**src/rtl/exc_pkg.sv**
```systemverilog
// exc_pkg: shared constants and types for the exception/return sequencer.
// Latency: n/a (declarations only).
// Backpressure: n/a.
// Contents: ExcCode values, CP0 Status bit indices, handler vector, FSM state enum.
package exc_pkg;

  // Handler entry address; CP0 owns the real vector, kept here for reference.
  localparam logic [31:0] EXC_VEC = 32'h0040_0004;

  // ExcCode values written to CP0 Cause.
  localparam logic [4:0] EXC_INT     = 5'd0;
  localparam logic [4:0] EXC_SYSCALL = 5'd8;
  localparam logic [4:0] EXC_BREAK   = 5'd9;
  localparam logic [4:0] EXC_TEQ     = 5'd13;

  // CP0 Status bit positions consulted when qualifying a request.
  localparam int ST_IE      = 0;
  localparam int ST_SYSCALL = 1;
  localparam int ST_BREAK   = 2;
  localparam int ST_TEQ     = 3;
  localparam int ST_IRQ     = 4;

  typedef enum logic [1:0] {
    S_IDLE  = 2'd0,
    S_TRAP  = 2'd1,
    S_REDIR = 2'd2,
    S_ERET  = 2'd3
  } state_t;

endpackage

```
**src/rtl/exc_prio_enc.sv**
```systemverilog
// exc_prio_enc: qualifies decode-stage trap/ERET/IRQ requests against Status
// Latency: purely combinational.
// Backpressure: none; the caller decides whether a request can be accepted.
// Ports: i_instr_valid, i_is_* instruction class, i_teq_eq, i_status[4:0],
//        i_pending (latched IRQs) -> o_req_vld, o_is_eret, o_is_irq, o_cause, o_irq_idx.
module exc_prio_enc
  import exc_pkg::*;
#(
  parameter int N_IRQ = 4,
  parameter int IDX_W = (N_IRQ > 1) ? $clog2(N_IRQ) : 1
) (
  input  logic             i_instr_valid,
  input  logic             i_is_syscall,
  input  logic             i_is_break,
  input  logic             i_is_teq,
  input  logic             i_is_eret,
  input  logic             i_teq_eq,
  input  logic [4:0]       i_status,
  input  logic [N_IRQ-1:0] i_pending,
  output logic             o_req_vld,
  output logic             o_is_eret,
  output logic             o_is_irq,
  output logic [4:0]       o_cause,
  output logic [IDX_W-1:0] o_irq_idx
);

  logic w_ie;
  assign w_ie = i_status[ST_IE];

  // The chain is selected by instruction class, not by enable: a masked
  // trap still occupies its priority slot and simply produces no request,
  // so it also hides any pending IRQ behind it.
  always_comb begin
    o_req_vld = 1'b0;
    o_is_eret = 1'b0;
    o_is_irq  = 1'b0;
    o_cause   = EXC_INT;
    o_irq_idx = '0;
    if (i_instr_valid) begin
      if (i_is_eret) begin
        o_req_vld = 1'b1;
        o_is_eret = 1'b1;
      end else if (i_is_syscall) begin
        o_req_vld = w_ie & i_status[ST_SYSCALL];
        o_cause   = EXC_SYSCALL;
      end else if (i_is_break) begin
        o_req_vld = w_ie & i_status[ST_BREAK];
        o_cause   = EXC_BREAK;
      end else if (i_is_teq && i_teq_eq) begin
        o_req_vld = w_ie & i_status[ST_TEQ];
        o_cause   = EXC_TEQ;
      end else if (w_ie && i_status[ST_IRQ] && (|i_pending)) begin
        o_req_vld = 1'b1;
        o_is_irq  = 1'b1;
        // Walk downwards so the lowest set line wins.
        for (int i = N_IRQ - 1; i >= 0; i--) begin
          if (i_pending[i]) o_irq_idx = IDX_W'(i);
        end
      end
    end
  end

endmodule

```
**src/rtl/exc_sequencer.sv**
```systemverilog
// exc_sequencer: sequences CP0 exception/ERET pulses and stalls/redirects fetch.
// Latency: trap -> exception at T+1, pc_redirect at T+2; ERET -> eret+redirect at T+1.
// Backpressure: requests seen outside IDLE are ignored; decode is stalled so they re-present.
// Ports: i_clk, i_rst (async, active-high), decode inputs (i_instr_valid, i_is_*,
//        i_teq_eq, i_pc_in), i_status, i_irq -> o_exception, o_eret, o_cause,
//        o_epc, o_stall, o_pc_redirect, o_busy.
// Build option: define EXC_IRQ_EN to latch and service external interrupts;
// otherwise i_irq and Status bit4 are ignored.
module exc_sequencer
  import exc_pkg::*;
#(
  parameter int N_IRQ = 4
) (
  input  logic             i_clk,
  input  logic             i_rst,
  input  logic             i_instr_valid,
  input  logic             i_is_syscall,
  input  logic             i_is_break,
  input  logic             i_is_teq,
  input  logic             i_is_eret,
  input  logic             i_teq_eq,
  input  logic [31:0]      i_pc_in,
  input  logic [31:0]      i_status,
  input  logic [N_IRQ-1:0] i_irq,
  output logic             o_exception,
  output logic             o_eret,
  output logic [4:0]       o_cause,
  output logic [31:0]      o_epc,
  output logic             o_stall,
  output logic             o_pc_redirect,
  output logic             o_busy
);

  localparam int IDX_W = (N_IRQ > 1) ? $clog2(N_IRQ) : 1;

  state_t      r_state;
  logic        r_exception;
  logic        r_eret;
  logic [4:0]  r_cause;
  logic [31:0] r_epc;
  logic        r_stall;
  logic        r_pc_redirect;
  logic        r_busy;

  logic             w_req_vld;
  logic             w_is_eret;
  logic             w_is_irq;
  logic [4:0]       w_cause;
  logic [IDX_W-1:0] w_irq_idx;
  logic [N_IRQ-1:0] w_pending;
  logic             w_take;

  exc_prio_enc #(
    .N_IRQ (N_IRQ),
    .IDX_W (IDX_W)
  ) u_prio_enc (
    .i_instr_valid (i_instr_valid),
    .i_is_syscall  (i_is_syscall),
    .i_is_break    (i_is_break),
    .i_is_teq      (i_is_teq),
    .i_is_eret     (i_is_eret),
    .i_teq_eq      (i_teq_eq),
    .i_status      (i_status[4:0]),
    .i_pending     (w_pending),
    .o_req_vld     (w_req_vld),
    .o_is_eret     (w_is_eret),
    .o_is_irq      (w_is_irq),
    .o_cause       (w_cause),
    .o_irq_idx     (w_irq_idx)
  );

  // A request is only accepted in IDLE; everything else waits for decode to re-present it.
  assign w_take = (r_state == S_IDLE) && w_req_vld;

`ifdef EXC_IRQ_EN
  logic [N_IRQ-1:0] r_pending;
  logic [N_IRQ-1:0] w_irq_clr;
  logic             w_unused;

  always_comb begin
    w_irq_clr = '0;
    if (w_take && w_is_irq) w_irq_clr[w_irq_idx] = 1'b1;
  end

  // Clear is applied before the new sample so a line still held high re-pends.
  always_ff @(posedge i_clk or posedge i_rst) begin
    if (i_rst) begin
      r_pending <= '0;
    end else begin
      r_pending <= (r_pending & ~w_irq_clr) | i_irq;
    end
  end

  assign w_pending = r_pending;
  assign w_unused  = ^i_status[31:5];
`else
  logic w_unused;

  assign w_pending = '0;
  assign w_unused  = ^{i_irq, i_status[31:5], w_is_irq, w_irq_idx};
`endif

  always_ff @(posedge i_clk or posedge i_rst) begin
    if (i_rst) begin
      r_state       <= S_IDLE;
      r_exception   <= 1'b0;
      r_eret        <= 1'b0;
      r_cause       <= EXC_INT;
      r_epc         <= 32'd0;
      r_stall       <= 1'b0;
      r_pc_redirect <= 1'b0;
      r_busy        <= 1'b0;
    end else begin
      case (r_state)
        S_IDLE: begin
          if (w_take) begin
            r_stall <= 1'b1;
            r_busy  <= 1'b1;
            if (w_is_eret) begin
              r_state       <= S_ERET;
              r_eret        <= 1'b1;
              r_pc_redirect <= 1'b1;
            end else begin
              r_state     <= S_TRAP;
              r_exception <= 1'b1;
              r_cause     <= w_cause;
              r_epc       <= i_pc_in;
            end
          end
        end
        S_TRAP: begin
          // cause/epc are only meaningful alongside the exception pulse.
          r_state       <= S_REDIR;
          r_exception   <= 1'b0;
          r_cause       <= EXC_INT;
          r_epc         <= 32'd0;
          r_pc_redirect <= 1'b1;
        end
        S_REDIR: begin
          r_state       <= S_IDLE;
          r_pc_redirect <= 1'b0;
          r_stall       <= 1'b0;
          r_busy        <= 1'b0;
        end
        S_ERET: begin
          r_state       <= S_IDLE;
          r_eret        <= 1'b0;
          r_pc_redirect <= 1'b0;
          r_stall       <= 1'b0;
          r_busy        <= 1'b0;
        end
        default: begin
          r_state <= S_IDLE;
        end
      endcase
    end
  end

  assign o_exception   = r_exception;
  assign o_eret        = r_eret;
  assign o_cause       = r_cause;
  assign o_epc         = r_epc;
  assign o_pc_redirect = r_pc_redirect;
  assign o_busy        = r_busy;
  // Detect-cycle stall is combinational; gated by reset so reset forces all outputs low.
  assign o_stall       = r_stall | (w_take & ~i_rst);

endmodule

```
**config.mk**
```make
export PLATFORM = sky130hd
export DESIGN_NAME = exc_sequencer
export DESIGN_NICKNAME = d
export VERILOG_FILES = /design/src/rtl/exc_pkg.sv /design/src/rtl/exc_prio_enc.sv /design/src/rtl/exc_sequencer.sv
export SDC_FILE = /design/constraint.sdc
export NUM_CORES = 1
export LEC_CHECK = 0
export BUFFER_PORTS_ARGS = -buffer_cell sky130_fd_sc_hd__clkbuf_2
export CAP_MARGIN = 20
export CORE_UTILIZATION = 46
export DETAILED_ROUTE_END_ITERATION = 7
export GPL_ROUTABILITY_DRIVEN = 0
export PLACE_DENSITY = 0.84
export SLEW_MARGIN = 20
export SYNTH_ARGS = -nofsm -noshare
export SYNTH_HDL_FRONTEND = slang
export SYNTH_HIERARCHICAL = 1
export SYNTH_SLANG_ARGS = --single-unit
```
**constraint.sdc**
```tcl
create_clock -name i_clk -period 5 [get_ports i_clk]
set_clock_uncertainty 0.05 [all_clocks]
set_input_delay 1.25 -clock i_clk [delete_from_list [all_inputs] [get_ports i_clk]]
set_output_delay 1.25 -clock i_clk [all_outputs]
set_load 0.02 [all_outputs]
```
Yosys cells after proc, flatten, opt, wreduce, memory -nomap -nowiden. Cells that the tools add are included.

Register bits: 43. Bits of input ports: 76. Word-level logic and storage cells: 60. Output and inout bits: 42.

Bitwise gates (word level): 6. Equal/unequal tests: 6. Reductions and logical operators: 11. Mux-type cells: 30.

Operators with widths (number): $mux W32 (2); $pmux W32 S2 (1); $mux W5 (6); $mux W1 (12); $pmux W5 S2 (1); $pmux W1 S2 (3); $pmux W2 S3 (1); $reduce_and A3 Y1 (2); $reduce_bool A2 Y1 (3); $and A1 B1 Y1 (4); $eq A2 B2 Y1 const B (2); $mux W2 (2); $mux W4 (1); $ne A2 B2 Y1 const B (2); $reduce_and A2 Y1 (2); $pmux W1 S3 (1); $eq A2 B1 Y1 const B (1); $logic_and A1 B1 Y1 (2); $logic_not A2 Y1 (1); $ne A2 B1 Y1 const B (1); $reduce_or A2 Y1 (1); $not A1 Y1 (1); $or A1 B1 Y1 (1).

Depth between registers and ports, before layout. Gate-level depths: netlist of the first run.

Word-level depth: 9. Depth in mapped cells: 7.

Modules after synthesis. Netlist of the first run, hierarchy kept.

Modules (own cells, without submodules): exc_sequencer (times used 1, cells each 152, area an instance 1784.2 sq um); exc_prio_enc (times used 1, cells each 27, area an instance 173.9 sq um).

Least setup slack after synthesis of the first run. OpenSTA, ideal clock, no wires.

Kind: in2out. From: in i_rst. To: out o_stall. Buffers on the path: 0. Cell stages on the path: 2. Setup slack: 1231 ps. Required time: 3700 ps. Arrival: 2469 ps. Cell sequence: inv_1 -> a21o_1.

Word-level cells in the longest chain between the ends: 3.

RTL lines: from (decl) (line exc_sequencer.sv:15) `input logic i_rst,`; $not A1 Y1 (line exc_sequencer.sv:166) `assign o_stall = r_stall | (w_take & ~i_rst);`; $and A1 B1 Y1 (line exc_sequencer.sv:166); $or A1 B1 Y1 (line exc_sequencer.sv:166); to (decl) (line exc_sequencer.sv:29) `output logic o_stall,`.

Every way passes these cells.

Worst setup path in the final report of the first run.
From: in i_is_break. To: out o_stall.

Word-level cells in the longest chain between the ends: 7.

RTL lines: from (decl) (line exc_sequencer.sv:18) `input logic i_is_break,`; $mux W1 (line exc_prio_enc.sv:46) `end else if (i_is_break) begin`; $mux W1 (line exc_prio_enc.sv:43) `end else if (i_is_syscall) begin`; $mux W1 (line exc_prio_enc.sv:40) `if (i_is_eret) begin`; $mux W1 (line exc_prio_enc.sv:39) `if (i_instr_valid) begin`; via w_req_vld (line exc_sequencer.sv:45) `logic w_req_vld;`; $logic_and A1 B1 Y1 (line exc_sequencer.sv:73) `assign w_take = (r_state == S_IDLE) && w_req_vld;`; $and A1 B1 Y1 (line exc_sequencer.sv:166); $or A1 B1 Y1 (line exc_sequencer.sv:166).

The timed path passes the listed nets, and every way through them passes these cells.

==> metrics.md, run 1 <==
| Metric | Value |
|---|---|
| Top cell by count, worst path | `clkbuf_2` |
| Place WS | `1.09 ns` |
| Synthesized area per cell | `11.2 um^2` |
| Buf/Inv on CP | `2` |
| Clock buffer depth | `2` |
| P&R area growth vs syn | `27.0%` |
| Worst setup path class | `input port to output pin` |
| Skew-Pair Late Insertion Delay | `0.29 ns` |
| Hold Crit Depth | `1` |
| FF-to-FF Start | `r_state[1]` |
| WHS Endpoint | `o_epc[26]` |
| Initial antenna violation count | `0` |
| Reg2Reg Depth | `4` |
| Mapped Area | `1920 um^2` |
| Peak supply drop | `302 uV` |
| Initial DRC count | `86` |
| Clock slew at reported path FFs | `0.09 ns` |
| Post-DR wirelength/cell | `13.0 um` |
| Crit-path max FO | `6` |
| HPWL after DPL | `2820 um` |
| Min cycle time layout | `3.90 ns` |
| Switching power share of the total | `38.9%` |
| Slowest-stage cell, CP | `o211ai_1` |
| Internal power | `0.702 mW` |
| Final Cell Area | `2440 um^2` |
| Final core utilization | `61.1%` |
| Combinational share of power | `35.3%` |
| Overflow left after global routing | `0` |
| CTS tree | `built` |
| Final hold vios | `0` |
| YS warnings | `6` |
| CORE AREA | `4000 um^2` |
| CTS sink count | `43` |
| First-pass GRT wire length | `6120 um` |
| Overall Global Routing Usage | `18.6%` |
| Setup_tns | `0 ns` |
| CP endpoint kind | `output pin` |
| Pin count of the biggest net entering global routing | `44` |
| Root buffer cell | `clkbuf_8` |
| Tcrit/Tclk final | `78.1%` |
| Largest delay contributor family on the critical path | `compound AO/OA/AOI/OAI gates` |
| Routed Antenna Nets | `0` |
| Critical Path RT | `3.70 ns` |
| Commonest non-fill, non-tap cell in the layout | `clkbuf_2` |
| Pre-antenna DRT Iters | `5` |
| Post-CTS sizing | `0` |
| Sequential power share | `44.8%` |
| Rows | `23` |
| Max-slew headroom | `39.2%` |
| Synthesized instance count | `172` |
| Hold path start | `o_epc[26]` |
| Post-CTS Hold Fix Bufs | `0` |
| Drt total wl | `4000 um` |
| Slew @ Worst Pin | `0.912 ns` |
| Setup ws final | `1.10 ns` |
| Worst setup SP type | `input port` |
| RSZ-0062 raised after global routing | `no` |
| Power Density | `470 nW/um^2` |
| Layout cells sized above 1 | `40.5%` |
| # nets final | `334` |
| DRC errors left | `0` |
| Clock share of power | `19.9%` |
| Antenna diode count | `0` |
| Status | `complete, no violations` |
| PortBufs | `86` |
| Via Count | `1640` |
| Initial Util | `48.1%` |
| Die Width | `66.7 um` |
| I/O pin count | `118` |
| Leakage | `1.25 nW` |
| DP Area | `2350 um^2` |
| Critical Path AT | `2.60 ns` |
| Worst path max stage delay | `0.48 ns` |
| Num CTS Buffers | `5` |
| Final Slew Violations | `0` |
| Max Fclk | `256 MHz` |
| Die height | `66.7 um` |
| Vias in the first global route | `1397` |
| Max cap viols | `0` |
| Setup violators final | `0` |
| RR Endpoint | `o_epc[11]` |
| Die Area | `4450 um^2` |
| Highest-count cells in the layout ignoring fill and taps | `clkbuf_2 (86), dfrtp_1 (43), nand2_1 (22), a22oi_1 (21), o21ai_1 (19)` |
| Crit path cell chain | `clkbuf_2 > and4b_1 > a21oi_1 > o211ai_1 > and2_1 > a21o_1 > clkbuf_2` |
| Min-Delay Path Class | `flop to flop` |
| R2R setup slack | `3.11 ns` |
| CTS H-Tree Depth | `2` |
| Setup Buffers After CTS | `0` |
| Vias per Instance | `5.31` |
| Switching pwr | `0.447 mW` |
## final cells by class
class                   count  area (um^2)
well taps                  50         62.6
multi-input cells         117          754
clock inverters             3         26.3
inverters                   3         11.3
clock buffers               5         68.8
fillers                   352         1560
repair buffers             88          445
flip-flops and latches     43         1080
## worst register-to-register path, delay by kind of cell (launching register included)
family | cells | cell delay, ns
AOI/OAI and AO/OA | 2 | 0.35
DFF | 1 | 0.36
buffers and inverters | 1 | 0.24
and+or+nand+nor | 1 | 0.80
## metrics by stage
stage	power, mW	instances	hold WS [ns]
after floorplan	0.789	176	0.552
after global placement	0.918	301	0.433
after detailed placement	0.932	301	0.433
after CTS	1.16	309	0.461
after global routing	1.22	309	0.476
final	1.15	309	0.458
## power by group through the flow
| stage | Combinational [mW] | Sequential (mW) | Clock [mW] |
|---|---|---|---|
| after floorplan | 0.161 | 0.627 | 0 |
| after global placement | 0.401 | 0.517 | 0 |
| after detailed placement | 0.412 | 0.521 | 0 |
| after CTS | 0.411 | 0.515 | 0.237 |
| after global routing | 0.441 | 0.528 | 0.253 |
| final | 0.406 | 0.515 | 0.229 |
## layer usage
layer / global-route usage [%] / vias up / wire length, um
met5: 0 / - / 0
met4: 3.99 / 0 / 26
met3: 5.99 / 6 / 262
met2: 31.2 / 63 / 1970
met1: 23.1 / 778 / 1750
li1: - / 793 / -
## state kept, by name, summed over array words and instances, names as in the netlist
signal	count
o_eret	1
o_pc_redirect	1
o_busy	1
o_exception	1
o_cause	5
r_state	2
o_epc	32
## worst max path at each step
| stage | startpoint | end | slack [ns] | cells after the start |
|---|---|---|---|---|
| 2_1_floorplan | i_rst | o_stall | 1.23 | 2 |
| 3_3_place_gp | i_is_break | o_stall | 1.10 | 7 |
| 3_5_place_dp | i_is_break | o_stall | 1.09 | 7 |
| 4_1_cts | i_is_break | o_stall | 1.09 | 7 |
| 5_1_grt | i_is_break | o_stall | 0.98 | 7 |
| 6_report | i_is_break | o_stall | 1.10 | 7 |
(Power assumes the default switching activity.)
==> inputs of run 2 (changes only) <==
--- a/config.mk
+++ b/config.mk
@@ -7,10 +7,10 @@
 export LEC_CHECK = 0
 export BUFFER_PORTS_ARGS = -buffer_cell sky130_fd_sc_hd__clkbuf_2
 export CAP_MARGIN = 20
-export CORE_UTILIZATION = 46
+export CORE_UTILIZATION = 39
 export DETAILED_ROUTE_END_ITERATION = 7
 export GPL_ROUTABILITY_DRIVEN = 0
-export PLACE_DENSITY = 0.84
+export PLACE_DENSITY = 0.76
 export SLEW_MARGIN = 20
 export SYNTH_ARGS = -nofsm -noshare
 export SYNTH_HDL_FRONTEND = slang
==> constraint.sdc (replaced) <==
create_clock -name i_clk -period 3.2 [get_ports i_clk]
set_clock_uncertainty 0.05 [all_clocks]
set_input_delay 0.8 -clock i_clk [delete_from_list [all_inputs] [get_ports i_clk]]
set_output_delay 0.8 -clock i_clk [all_outputs]
set_load 0.02 [all_outputs]
==> run 2 against run 1 <==
- sequential cell count unchanged
- combinational power up 60%
- worst setup slack worse by 0.60 ns
- clock power up 73%
- via count down 2.0%
- wire length up 1.8%
- worst hold slack worse by 0.0088 ns
- sequential power up 54%
- sequential share of layout area down 0.90 points
- non-clock buffer count up 3
- first-iteration DRC count down 7.0%
- global-route usage down 2.5 points
- largest cell class unchanged
- largest power group unchanged
- highest routed layer unchanged
==> metrics.md, run 2 (synthesis gave the netlist of run 1 again) <==
| Metric | Value |
|---|---|
| Post-CTS sizing | `0` |
| Overall Global Routing Usage | `16.1%` |
| Skew-Pair Late Insertion Delay | `0.29 ns` |
| CTS sink count | `43` |
| Leakage | `1.27 nW` |
| Clock slew at reported path FFs | `0.07 ns` |
| Die height | `72.2 um` |
| PortBufs | `86` |
| Slowest-stage cell, CP | `and4b_1` |
| Die Width | `72.2 um` |
| Initial DRC count | `80` |
| Clock buffer depth | `2` |
| Final Slew Violations | `0` |
| First-pass GRT wire length | `6490 um` |
| Max cap viols | `0` |
| Peak supply drop | `333 uV` |
| RR Endpoint | `o_epc[0]` |
| Critical Path AT | `1.85 ns` |
| CORE AREA | `4720 um^2` |
| Met1 WL | `2010 um` |
| Drt total wl | `4080 um` |
| I/O pin count | `118` |
| Setup Buffers After CTS | `0` |
| Power Density | `737 nW/um^2` |
| Initial Util | `40.7%` |
| FF-to-FF Start | `r_state[1]` |
| Root buffer cell | `clkbuf_8` |
| Crit-path max FO | `4` |
| Routed Antenna Nets | `0` |
| Worst path max stage delay | `0.19 ns` |
| Crit path cell chain | `clkbuf_2 > and4b_1 > a21oi_1 > o211ai_1 > and2_1 > a21o_1 > clkbuf_2` |
| Vias per Instance | `4.90` |
| CTS tree | `built` |
| DRC errors left | `0` |
| Overflow left after global routing | `0` |
| Min-Delay Path Class | `flop to flop` |
| Top cell by count, worst path | `clkbuf_2` |
| DP Area | `2390 um^2` |
| HPWL after DPL | `2840 um` |
| Hold path start | `o_cause[2]` |
| P&R area growth vs syn | `29.7%` |
| Post-CTS Hold Fix Bufs | `0` |
| Slew @ Worst Pin | `0.610 ns` |
| Status | `complete, no violations` |
| Num CTS Buffers | `5` |
| Post-DR wirelength/cell | `12.4 um` |
| Worst setup path class | `input port to output pin` |
| Pin count of the biggest net entering global routing | `44` |
| Final hold vios | `0` |
| Rows | `25` |
| Setup violators final | `0` |
| Met2 routed WL | `1770 um` |
| Worst setup SP type | `input port` |
| Antenna diode count | `0` |
| Setup ws final | `0.500 ns` |
| R2R setup slack | `1.50 ns` |
| Tcrit/Tclk final | `84.4%` |
| Initial antenna violation count | `0` |
| Setup_tns | `0 ns` |
| Max Fclk | `370 MHz` |
| Final core utilization | `52.8%` |
| Critical Path RT | `2.35 ns` |
| Reg2Reg Depth | `5` |
| CTS H-Tree Depth | `2` |
| Layout cells sized above 1 | `40.6%` |
| # nets final | `337` |
| WHS Endpoint | `o_cause[2]` |
| Via Count | `1607` |
| Final Cell Area | `2500 um^2` |
| # fillers | `417` |
| Die Area | `5220 um^2` |
| Max-slew headroom | `59.2%` |
| Place WS | `0.469 ns` |
| Vias in the first global route | `1397` |
| Met3 WL | `250 um` |
| Fin Hold WS | `0.449 ns` |
| Top layer in use | `met4` |
| CP endpoint kind | `output pin` |
| Highest-count cells in the layout ignoring fill and taps | `clkbuf_2 (86), dfrtp_1 (43), nand2_1 (22), a22oi_1 (21), o21ai_1 (19)` |
| Hold Crit Depth | `1` |
| RSZ-0062 raised after global routing | `no` |
| Max reg flops | `32` |
| Pre-antenna DRT Iters | `4` |
| Min cycle time layout | `2.70 ns` |
| Commonest non-fill, non-tap cell in the layout | `clkbuf_2` |
-- run 2: cell count changes in the layout (fill, tap and decap cells not counted) --
| cell | delta |
|---|---|
| buf_4 | +3 |
| bufinv_16 | +1 |
| clkbuf_1 | +1 |
| inv_6 | -3 |
-- run 2: cell type report --
class	instances	area, um^2	share of cell area [%]
Clock buffer	6	72.6	2.91
Clock inverter	1	30.0	1.20
Inverter	3	11.3	0.451
Multi-Input combinational cell	117	754	30.2
Sequential cell	43	1080	43.1
Tap cell	67	83.8	3.36
Timing Repair Buffer	91	468	18.7
-- run 2: worst max-delay path: cells and delay by family --
family | cells | cell delay, ns
AO/OA/AOI/OAI | 3 | 0.45
buffers and inverters | 2 | 0.25
AND/OR/NAND/NOR | 2 | 0.36
-- run 2: power breakdown --
part	total, mW	switching (mW)	leakage (nW)	internal, mW
logic	0.648	0.399	0.667	0.249
clock network	0.397	0.168	0.0513	0.229
registers	0.794	0.102	0.552	0.692
-- run 2: how the worst max path moves through the flow --
stage	start	end	slack, ns	cells after the start
2_1_floorplan	i_rst	o_stall	0.33	2
3_3_place_gp	i_is_break	o_stall	0.49	7
3_5_place_dp	i_is_break	o_epc[29]	0.47	8
4_1_cts	i_is_break	o_stall	0.48	7
5_1_grt	i_is_break	o_stall	0.38	7
6_report	i_is_break	o_stall	0.50	7
-- run 2: metrics by stage --
| step | std cells | total power, mW |
|---|---|---|
| 6_report | 328 | 1.84 |
| 5_1_grt | 328 | 1.96 |
| 2_1_floorplan | 176 | 1.23 |
| 4_1_cts | 328 | 1.86 |
| 3_5_place_dp | 321 | 1.46 |
| 3_3_place_gp | 321 | 1.44 |
-- run 2: layer usage --
| layer | vias up | GRT usage (%) |
|---|---|---|
| met5 | - | 0 |
| met4 | 0 | 6.54 |
| met3 | 6 | 3.06 |
| met2 | 62 | 25.1 |
| met1 | 738 | 22.2 |
| li1 | 801 | - |
